--- src/rtl/man_pkg.sv ---
// Shared constants and state encoding for the Mandelbrot coordinate generator.
// Holds the default geometry and fixed-point width used by the sequencer, its interface and its accumulators.
package man_pkg;

  localparam int MAN_FPW  = 54;   // 2*27 fixed-point coordinate
  localparam int MAN_HRES = 800;
  localparam int MAN_VRES = 600;
  localparam int MAN_CW   = 10;
  localparam int MAN_AW   = 19;

  typedef enum logic [1:0] {
    MAN_CG_IDLE  = 2'd0,
    MAN_CG_RUN   = 2'd1,
    MAN_CG_DRAIN = 2'd2,
    MAN_CG_DONE  = 2'd3
  } man_cg_state_e;

endpackage

--- src/rtl/man_coord_gen_if.sv ---
// Coordinate stream from the frame sequencer to the iteration engines.
// One pixel is transferred on each clock edge where out_vld and out_rdy are both high.
interface man_coord_gen_if
  import man_pkg::*;
#(
  parameter int FPW = MAN_FPW,
  parameter int CW  = MAN_CW,
  parameter int AW  = MAN_AW
);
  logic           out_vld;
  logic           out_rdy;
  logic [FPW-1:0] out_x;
  logic [FPW-1:0] out_y;
  logic [CW-1:0]  out_px;
  logic [CW-1:0]  out_py;
  logic [AW-1:0]  out_adr;

  modport master (
    output out_vld, out_x, out_y, out_px, out_py, out_adr,
    input  out_rdy
  );

  modport slave (
    input  out_vld, out_x, out_y, out_px, out_py, out_adr,
    output out_rdy
  );
endinterface

--- src/rtl/man_coord_acc.sv ---
// Single-axis coordinate accumulator: reload from base, or add inc modulo 2^W.
// A load takes priority over a step when both are asserted in the same cycle.
module man_coord_acc
  import man_pkg::*;
#(
  parameter int W = MAN_FPW
) (
  input  logic         clk,
  input  logic         rst,
  input  logic         load,
  input  logic         step,
  input  logic [W-1:0] base,
  input  logic [W-1:0] inc,
  output logic [W-1:0] coord
);

  always_ff @(posedge clk or negedge rst) begin
    if (!rst) begin
      coord <= '0;
    end else if (load) begin
      coord <= base;
    end else if (step) begin
      coord <= coord + inc;
    end
  end

endmodule

--- src/rtl/man_coord_gen.sv ---
// Frame sequencer: walks the HRES x VRES grid in raster order after a man_init edge,
// emitting one coordinate/address per handshake, then raises man_done once the engines are idle.
module man_coord_gen
  import man_pkg::*;
#(
  parameter int FPW  = MAN_FPW,
  parameter int HRES = MAN_HRES,
  parameter int VRES = MAN_VRES,
  parameter int CW   = MAN_CW,
  parameter int AW   = MAN_AW
) (
  input  logic            clk,
  input  logic            rst,
  input  logic            man_init,
  input  logic [FPW-1:0]  man_x0,
  input  logic [FPW-1:0]  man_y0,
  input  logic [FPW-1:0]  man_xs,
  input  logic [FPW-1:0]  man_ys,
  input  logic            eng_busy,
  output logic            man_done,
  man_coord_gen_if.master cg
);

  localparam logic [CW-1:0] PX_LAST = CW'(HRES - 1);
  localparam logic [CW-1:0] PY_LAST = CW'(VRES - 1);

  man_cg_state_e  state;
  man_cg_state_e  state_nxt;
  logic           init_d;
  logic           start;
  logic           accept;
  logic           xfer;
  logic           line_end;
  logic           last_px;
  logic [FPW-1:0] x0_q;
  logic [FPW-1:0] y0_q;
  logic [FPW-1:0] xs_q;
  logic [FPW-1:0] ys_q;
  logic           x_load;
  logic           x_step;
  logic           y_step;
  logic [FPW-1:0] x_base;

  assign start    = man_init & ~init_d;
  assign accept   = start & ((state == MAN_CG_IDLE) | (state == MAN_CG_DONE));
  assign xfer     = cg.out_vld & cg.out_rdy;
  assign line_end = (cg.out_px == PX_LAST);
  assign last_px  = line_end & (cg.out_py == PY_LAST);

  always_ff @(posedge clk or negedge rst) begin
    if (!rst) begin
      state <= MAN_CG_IDLE;
    end else begin
      state <= state_nxt;
    end
  end

  always_comb begin
    state_nxt = state;
    case (state)
      MAN_CG_IDLE, MAN_CG_DONE: if (start) state_nxt = MAN_CG_RUN;
      MAN_CG_RUN:               if (xfer && last_px) state_nxt = MAN_CG_DRAIN;
      MAN_CG_DRAIN:             if (!eng_busy) state_nxt = MAN_CG_DONE;
      default:                  state_nxt = MAN_CG_IDLE;
    endcase
  end

  // Valid and done are pure state decodes, so reset clears them asynchronously.
  always_comb begin
    cg.out_vld = (state == MAN_CG_RUN);
    man_done   = (state == MAN_CG_DONE);
  end

  always_ff @(posedge clk or negedge rst) begin
    if (!rst) begin
      init_d     <= 1'b0;
      x0_q       <= '0;
      y0_q       <= '0;
      xs_q       <= '0;
      ys_q       <= '0;
      cg.out_px  <= '0;
      cg.out_py  <= '0;
      cg.out_adr <= '0;
    end else begin
      init_d <= man_init;
      if (accept) begin
        x0_q       <= man_x0;
        y0_q       <= man_y0;
        xs_q       <= man_xs;
        ys_q       <= man_ys;
        cg.out_px  <= '0;
        cg.out_py  <= '0;
        cg.out_adr <= '0;
      end else if (xfer && !last_px) begin
        cg.out_adr <= cg.out_adr + 1'b1;
        if (line_end) begin
          cg.out_px <= '0;
          cg.out_py <= cg.out_py + 1'b1;
        end else begin
          cg.out_px <= cg.out_px + 1'b1;
        end
      end
    end
  end

  // x reloads from the live register on a start (snapshot happens the same edge), else from the snapshot.
  always_comb begin
    x_load = accept | (xfer & line_end & ~last_px);
    x_step = xfer & ~line_end;
    y_step = xfer & line_end & ~last_px;
    x_base = accept ? man_x0 : x0_q;
  end

  man_coord_acc #(.W(FPW)) u_acc_x (
    .clk   (clk),
    .rst   (rst),
    .load  (x_load),
    .step  (x_step),
    .base  (x_base),
    .inc   (xs_q),
    .coord (cg.out_x)
  );

  man_coord_acc #(.W(FPW)) u_acc_y (
    .clk   (clk),
    .rst   (rst),
    .load  (accept),
    .step  (y_step),
    .base  (man_y0),
    .inc   (ys_q),
    .coord (cg.out_y)
  );

endmodule
--- src/flat_wrapper.sv ---
// flat-port wrapper written by rule: the top's interface ports become plain ports
module man_coord_gen_flat import man_pkg::*;
#(
  parameter int FPW  = MAN_FPW,
  parameter int HRES = MAN_HRES,
  parameter int VRES = MAN_VRES,
  parameter int CW   = MAN_CW,
  parameter int AW   = MAN_AW
)
  (clk, rst, man_init, man_x0, man_y0, man_xs, man_ys, eng_busy, man_done, cg_out_vld, cg_out_x, cg_out_y, cg_out_px, cg_out_py, cg_out_adr, cg_out_rdy);
  man_coord_gen_if #(.FPW(FPW), .CW(CW), .AW(AW)) cg_i ();
  input  logic clk;
  input  logic rst;
  input  logic man_init;
  input  logic [FPW-1:0] man_x0;
  input  logic [FPW-1:0] man_y0;
  input  logic [FPW-1:0] man_xs;
  input  logic [FPW-1:0] man_ys;
  input  logic eng_busy;
  output logic man_done;
  output wire logic [$bits(cg_i.out_vld)-1:0] cg_out_vld;
  output wire logic [$bits(cg_i.out_x)-1:0] cg_out_x;
  output wire logic [$bits(cg_i.out_y)-1:0] cg_out_y;
  output wire logic [$bits(cg_i.out_px)-1:0] cg_out_px;
  output wire logic [$bits(cg_i.out_py)-1:0] cg_out_py;
  output wire logic [$bits(cg_i.out_adr)-1:0] cg_out_adr;
  input wire logic [$bits(cg_i.out_rdy)-1:0] cg_out_rdy;
  assign cg_out_vld = cg_i.out_vld;
  assign cg_out_x = cg_i.out_x;
  assign cg_out_y = cg_i.out_y;
  assign cg_out_px = cg_i.out_px;
  assign cg_out_py = cg_i.out_py;
  assign cg_out_adr = cg_i.out_adr;
  assign cg_i.out_rdy = cg_out_rdy;
  man_coord_gen #(.FPW(FPW), .HRES(HRES), .VRES(VRES), .CW(CW), .AW(AW)) u_core (.clk(clk), .rst(rst), .man_init(man_init), .man_x0(man_x0), .man_y0(man_y0), .man_xs(man_xs), .man_ys(man_ys), .eng_busy(eng_busy), .man_done(man_done), .cg(cg_i));
endmodule
--- config.mk ---
export PLATFORM = sky130hd
export DESIGN_NAME = man_coord_gen_flat
export DESIGN_NICKNAME = d
export VERILOG_FILES = /design/src/rtl/man_pkg.sv /design/src/rtl/man_coord_gen_if.sv /design/src/rtl/man_coord_acc.sv /design/src/rtl/man_coord_gen.sv /design/src/flat_wrapper.sv
export SDC_FILE = /design/constraint.sdc
export NUM_CORES = 1
export LEC_CHECK = 0
export BUFFER_PORTS_ARGS = -buffer_cell sky130_fd_sc_hd__buf_2
export CAP_MARGIN = 20
export CORE_MARGIN = 2
export CORE_UTILIZATION = 40
export DETAILED_ROUTE_END_ITERATION = 10
export GPL_ROUTABILITY_DRIVEN = 0
export PLACE_DENSITY = 0.61
export RECOVER_POWER = 25
export SLEW_MARGIN = 25
export SYNTH_ARGS = -nofsm -noshare
export SYNTH_HDL_FRONTEND = slang
export SYNTH_SLANG_ARGS = --single-unit
export TNS_END_PERCENT = 10
--- constraint.sdc ---
create_clock -name clk -period 3.2 [get_ports clk]
set_clock_uncertainty 0.15 [all_clocks]
set_input_delay 0.96 -clock clk [delete_from_list [all_inputs] [get_ports clk]]
set_output_delay 0.96 -clock clk [all_outputs]
set_load 0.005 [all_outputs]
==> results of run 1 <==
==> timing repair <==
action / in CTS / in global routing
pin swaps: 16 / 30
endpoints found under the setup margin: 36 / 61
gates resized for setup: 20 / 38
setup buffers: 4 / 6
==> per-layer routing <==
metal	vias up	routed length (um)	global-route usage [%]
met3	111	3650	4.98
met1	8584	26200	31.6
met4	4	1620	7.97
met2	494	27500	38.9
li1	8853	-	-
met5	-	30	0
==> final timing paths <==
path | startpoint | to | slack [ns] | cells after the start
hold / removal | u_core.x0_q[4] | u_core.x0_q[4] | 0.32 | 2
setup reg to reg | u_core.xs_q[0] | u_core.u_acc_x.coord[52] | -0.21 | 15
hold reg to reg | u_core.x0_q[4] | u_core.x0_q[4] | 0.32 | 2
min in group asynchronous | rst | u_core.ys_q[33] | 0.62 | 1
max in group asynchronous | rst | u_core.x0_q[19] | 0.41 | 2
setup / recovery | u_core.xs_q[0] | u_core.u_acc_x.coord[52] | -0.21 | 15
==> area by class of cell <==
type	instances	area share [%]
well taps	607	3.15
flip-flops and latches	312	32.3
repair buffers	559	13.9
diodes	3	0.0311
clock inverters	8	0.700
inverters	31	0.482
clock buffers	57	4.82
multi-input cells	1836	44.6
==> state kept, by name, indices dropped and copies added (netlist names), 2 cells and up <==
register,flops
u_core.cg.out_py,10
u_core.ys_q,54
u_core.state,2
u_core.cg.out_px,10
u_core.cg.out_adr,19
u_core.x0_q,54
u_core.u_acc_y.coord,54
u_core.xs_q,54
u_core.u_acc_x.coord,54
==> power by group <==
group | total (mW) | leakage (nW) | switching (mW) | internal (mW)
clock | 4.62 | 0.657 | 1.72 | 2.90
sequential | 6.87 | 3.82 | 1.22 | 5.65
combinational | 19.5 | 7.82 | 10.6 | 8.88
total | 31.0 | 12.3 | 13.6 | 17.4
==> cells by family after synthesis <==
kind of cell | count (synthesis) | synth area share, %
fa+ha+maj | 115 | 7.72
simple gates | 1032 | 22.9
flops | 312 | 41.5
mux | 9 | 0.478
buf+inv | 147 | 2.99
compound gates | 565 | 19.1
xor+xnor | 115 | 5.35
==> worst min-delay path, delay by kind of cell (launching register included) <==
family | cells | cell delay, ns
flip-flops | 1 | 0.32
AND/OR/NAND/NOR | 2 | 0.11
==> cell usage after synthesis, types with 9 or more instances <==
master    count  area (um2)
mux2i_1       9        90.1
nor2_1      170         638
a21oi_1     185         926
nand2_1     677        2540
a22oi_1      11        82.6
nand2b_1     18         113
a31oi_1      32         200
inv_1        31         116
clkbuf_1     96         360
or3_1        15        93.8
nor2b_1      18         113
o211ai_1      9        67.6
nand3_1      43         215
ha_1        113        1410
nand4_1      27         169
o21ai_0     132         661
o21bai_1     26         195
xnor2_1      62         543
and3_1       16         100
o21a_1       10        75.1
nor3_1       20         100
dfrtp_1     312        7810
xor2_1       53         464
buf_1        13        48.8
o22ai_1      11        68.8
a21o_1       65         488
==> layout by cell type, fill, tap and decap left out, types with 18 or more instances in the layout <==
master	synthesis	layout
nand4_1	27	27
nor2_1	170	165
clkbuf_16	0	39
a21o_1	65	65
dfrtp_1	312	312
xor2_1	53	51
nand3_1	43	42
nor3_1	20	19
buf_2	6	368
a31oi_1	32	31
ha_1	113	109
inv_1	31	31
nor2b_1	18	18
o21ai_0	132	121
xnor2_1	62	59
o21bai_1	26	26
nand2_1	677	675
buf_4	1	173
a21oi_1	185	175
==> results.md, run 1 <==
- Mapped Cells: 2295
- Delay-heaviest family, CP: compound AO/OA/AOI/OAI gates
- Total Neg Setup Slack: -1.71 ns
- First-pass GRT wire length: 95400 um
- Iteration-0 DRC Markers: 1120
- Status: finished with violations
- Htree depth: 2
- # DRC: 0
- CP arrival: 3.71 ns
- Global route total overflow: 0
- Final WL: 59000 um
- WL per Instance: 17.3 um
- Mean area per synthesized cell: 8.21 um2
- Clk slew on worst S/H paths: 0.06 ns
- Final Hold Vio Count: 0
- 1st-pass router iterations: 7
- Post-synthesis sequential area ratio: 41.5%
- Final Power: 31.0 mW
- Slew Viols, Final: 56
- Port Buffers: 369
- Worst Path Required: 3.50 ns
- Total GRT Usage: 23.9%
- Initial antenna violation count: 5
- Maximum root-to-sink buffer count: 3
- Reg area: 7810 um2
- Post-DP Area: 22500 um2
- Flip-flop and latch count after synthesis: 312
- CP max stage delay: 0.41 ns
- Root Driver: clkbuf_16
- Ys async rst share: 100%
- Finished Layout Cells: 3413
- Crit start category: flop
- Worst path slowest cell: dfrtp_1
- Maximum vdd drop: 0.000673 V
- Failing checks: max-capacitance violations, max-slew violations, negative setup slack
- Lkg Pwr: 12.3 nW
- Pre-CTS setup slack: -0.367 ns
- Final Cycle Share: 106%
- FMAX: 0.294 GHz
- Ratio of cells with drive above 1 in the final layout: 24.9%
- HPWL after detailed placement: 43700 um
- Max-cap violations: 1
- CP bufs+invs: 2
- Critical-path cell list: ha_4 > fa_2 > nand3_4 > a211oi_4 > nor4b_2 > buf_4 > o31ai_2 > o31ai_2 > buf_4 > o21ai_4 > a221oi_4 > o211ai_2 > o31ai_2 > xor2_1 > a221oi_1
- Crit path time final: 3.41 ns
- Fillers: 4434
- # setup viols final: 22
- CP max FO: 3
- Multi-input logic area: 10800 um2
- Setup WS post-layout: -0.205 ns
- Final net count: 3113
- Skew-Pair Late Insertion Delay: 0.56 ns
- Vias in the first global route: 18.2k
- Worst rel slew slack: -2.24%
- Worst-Margin Slew: 1.53 ns
- Starting density of the core: 40.4%
- Post-DRT Antenna Nets: 0
- Area of the mapped netlist: 18800 um2
- DR vias: 18.0k
- I/O pin count: 370
- Pwr dens: 1290 nW/um2
- Hold Slack: 0.322 ns
- Fin area: 24100 um2
- Die W: 221 um
- Post-synth cell types: 83
- Number of synthesized flops with an enable pin: 0
- Crit. End Element: flop
- CTS Buf Count: 37
- Die H: 221 um
- Area of the core: 46600 um2
- Die area: 48800 um2
- Synth Net Count: 2631
- Crit path kind: flop to flop
- Drt via density: 5.29
- Placed insts: 3335
- Largest net degree at the start of global routing: 95
- CTS tree: built
- Top FF cell, synth: dfrtp_1
- Most used cell along the critical path: o31ai_2
- CTS Hold Bufs: 0
- Fin util: 51.8%
- Area grow syn2layout: 28.2%
- Setup repair after global routing missed its margin: true
- Row count: 79
- Yosys warning count: 0
- Total clock sinks: 312
- Worst hold path type: flop to flop
(Power assumes the default switching activity.)
==> inputs of run 2 (changes only) <==
- ABC_AREA: default -> 1
- CELL_PAD_IN_SITES_DETAIL_PLACEMENT: default -> 1
- CELL_PAD_IN_SITES_GLOBAL_PLACEMENT: default -> 1
- CORE_UTILIZATION: 40 -> 36
- PLACE_DENSITY: 0.61 -> 0.75
==> run 2 against run 1 <==
  * The run ends with max-capacitance violations, max-slew violations left
  * Non-clock buffer count down 155
  * Utilization decreased by 9.0 points
  * Synthesized cell count grew 63%
  * Hold slack got worse by 0.0027 ns
  * Count of clock-buffer cells in the layout shrank 3
  * Sequential share of layout area fell by 3.8 points
  * Flip-flop and latch count did not move
  * Register-to-register slack gained 0.57 ns
  * Clock power fell by 3%
  * Fmax increased by 20%
  * Largest cell class unchanged
  * Global-route usage up 3.2 points
==> results.md, run 2 <==
- CP bufs+invs: 2
- Post-CTS Setup Inserts: 0
- Ys async rst share: 100%
- Fillers: 8789
- Mapped Cells: 3747
- Global route total overflow: 0
- Crit. End Element: flop
- Htree depth: 2
- Post-DRT Antenna Nets: 0
- Setup repair after global routing missed its margin: false
- Delay-heaviest family, CP: simple AND/OR/NAND/NOR gates
- Crit start category: flop
- Most frequent cells after synthesis: 1610 x nand2_1, 620 x inv_1, 315 x nor2_1
- Worst-Margin Slew: 1.92 ns
- Final WL: 90400 um
- Slew Viols, Final: 58
- Drt via density: 4.91
- Cell accounting for the most synthesized area: dfrtp_1
- Lkg Pwr: 16.7 nW
- Max-cap violations: 1
- Total GRT Usage: 27.0%
- Die W: 258 um
- # DRC: 0
- Post-synth top area share: 33.7%
- Initial antenna violation count: 4
- Most frequent cell after synthesis: nand2_1
- Worst path slowest cell: dfrtp_1
- Clk slew on worst S/H paths: 0.05 ns
- Total Neg Setup Slack: 0 ns
- Most used cell along the critical path: nand2_2
- Sw Ratio: 27.1%
- Area of the core: 64000 um2
- DR vias: 24.5k
- Final Hold Vio Count: 0
- Yosys warning count: 0
- CTS Buf Count: 39
- Die H: 258 um
- Worst hold path type: flop to flop
- Dominant cells by area after synthesis: dfrtp_1 34%, nand2_1 26%, inv_1 10%, ha_1 6.1%, nor2_1 5.1%
- # resized after CTS: 0
- Status: finished with violations
- Clock share of power: 46.5%
- Flip-flop and latch count after synthesis: 312
- CTS tree: built
- Commonest non-fill, non-tap cells in the layout: 1610 x nand2_1, 620 x inv_1, 368 x buf_2, 314 x nor2_1, 312 x dfrtp_1
- Vias in the first global route: 25.7k
- Root Driver: clkbuf_16
- Hold Slack: 0.319 ns
- Ratio of cells with drive above 1 in the final layout: 12.4%
- Post-synthesis sequential area ratio: 33.7%
- Synth Net Count: 4083
- First-pass GRT wire length: 141000 um
- Reg area: 7810 um2
- Iteration-0 DRC Markers: 1294
- Area of the mapped netlist: 23200 um2
- Final Cycle Share: 88.7%
- Skew-Pair Late Insertion Delay: 0.58 ns
- Maximum root-to-sink buffer count: 3
- I/O pin count: 370
- Int Power: 7.06 mW
- Switch Pwr: 2.62 mW
- Total clock sinks: 312
- CP max stage delay: 0.41 ns
- Die area: 66400 um2
- Row count: 93
- # setup viols final: 0
- Mean area per synthesized cell: 6.19 um2
- WL per Instance: 18.1 um
- 1st-pass router iterations: 5
- Multi-input logic area: 12600 um2
- Post-synth cell types: 42
- Pwr dens: 353 nW/um2
- Port Buffers: 369
- Largest net degree at the start of global routing: 90
- Failing checks: max-capacitance violations, max-slew violations
- Final net count: 4439
- Worst rel slew slack: -28.1%
- Number of synthesized flops with an enable pin: 0
- CTS Hold Bufs: 0
- Maximum vdd drop: 0.000382 V
- Crit path time final: 2.84 ns
- Crit path kind: flop to flop
- Area grow syn2layout: 18.2%
- Combinational share of power: 9.7%
- CP arrival: 3.14 ns
- Worst Path Required: 3.51 ns
- CP max FO: 60
- FMAX: 0.352 GHz
- Starting density of the core: 36.2%
- Critical-path cell list: ha_1 > nand2_2 > nor2_4 > nand2_2 > nor3_2 > nand4_1 > nand2_1 > nand2_2 > inv_2 > buf_12 > nor2_1 > o21a_1
- Top FF cell, synth: dfrtp_1
- Most common cell after layout, fill and taps aside: nand2_1
- HPWL after detailed placement: 72900 um
- Share of power burned in registers: 43.8%
## run 2: cell count changes after synthesis, sizes merged, moves of 21 or more
cell	previous run	this run
nand2	677	1614
buf	20	47
o21ai	144	108
clkbuf	96	42
xnor2	62	20
nand3	43	197
a31oi	33	6
inv	31	624
a21oi	187	133
a21o	65	4
xor2	53	32
or2	4	36
nor2	172	317
## run 2: layout make-up
cell class / count / area share [%]
clock buffers: 54 / 4.10
repair buffers: 404 / 8.28
diodes: 4 / 0.0365
well taps: 855 / 3.91
multi-input cells: 2722 / 46.0
inverters: 624 / 8.59
clock inverters: 15 / 0.544
flip-flops and latches: 312 / 28.5
## run 2: power groups by stage
stage	clock network (mW)	registers [mW]	logic [mW]
global route	4.76	4.25	1.04
floorplan	0	4.27	0.393
CTS	4.62	4.24	0.950
detailed placement	0	4.31	0.944
global placement	0	4.31	0.921
finish	4.50	4.24	0.938
## run 2: worst reg2reg max path: stages, from the launching register on
cell,delay (ns)
dfrtp_1,0.41
ha_1,0.20
nand2_2,0.08
nor2_4,0.12
nand2_2,0.09
nor3_2,0.26
nand4_1,0.22
nand2_1,0.15
nand2_2,0.08
inv_2,0.31
buf_12,0.37
nor2_1,0.10
o21a_1,0.19
## run 2: cell families after synthesis
group | count (synthesis) | share of synthesized area (%)
flip-flops | 312 | 33.7
multiplexers | 6 | 0.259
buffers and inverters | 713 | 12.0
AND/OR/NAND/NOR | 2253 | 38.9
XOR/XNOR | 52 | 1.96
AO/OA/AOI/OAI | 296 | 6.95
adder cells (fa/ha/maj) | 115 | 6.27
## run 2: worst paths after layout
kind	from	to	slack (ns)	depth (start not counted)
setup reg to reg	u_core.cg.out_px[0]	u_core.cg.out_px[3]	0.36	12
max in group asynchronous	rst	u_core.cg.out_adr[17]	0.63	2
setup / recovery	u_core.cg.out_px[0]	u_core.cg.out_px[3]	0.36	12
min in group asynchronous	rst	u_core.xs_q[10]	0.76	1
hold / removal	u_core.x0_q[43]	u_core.x0_q[43]	0.32	2
hold reg to reg	u_core.x0_q[43]	u_core.x0_q[43]	0.32	2
## run 2: stage by stage
step / setup slack (ns) / area (um2) / instances / utilization (%) / total power, mW
finish: 0.360 / 27400 / 4990 / 42.8 / 9.68
global route: 0.164 / 27400 / 4990 / 42.8 / 10.1
CTS: 0.365 / 27400 / 4986 / 42.8 / 9.81
detailed placement: 0.185 / 26100 / 4917 / 40.8 / 5.25
global placement: 0.223 / 26100 / 4917 / 40.8 / 5.23
floorplan: 0.886 / 23200 / 3747 / - / 4.66
## run 2: metal layers
layer  share of wire (%)  up-vias  GRT usage [%]
met1                  43    11700           33.5
met5                   0        -              0
met3                 3.9      159           3.24
met4                 4.0        0           10.6
li1                    -    12100              -
met2                  49      516           47.8
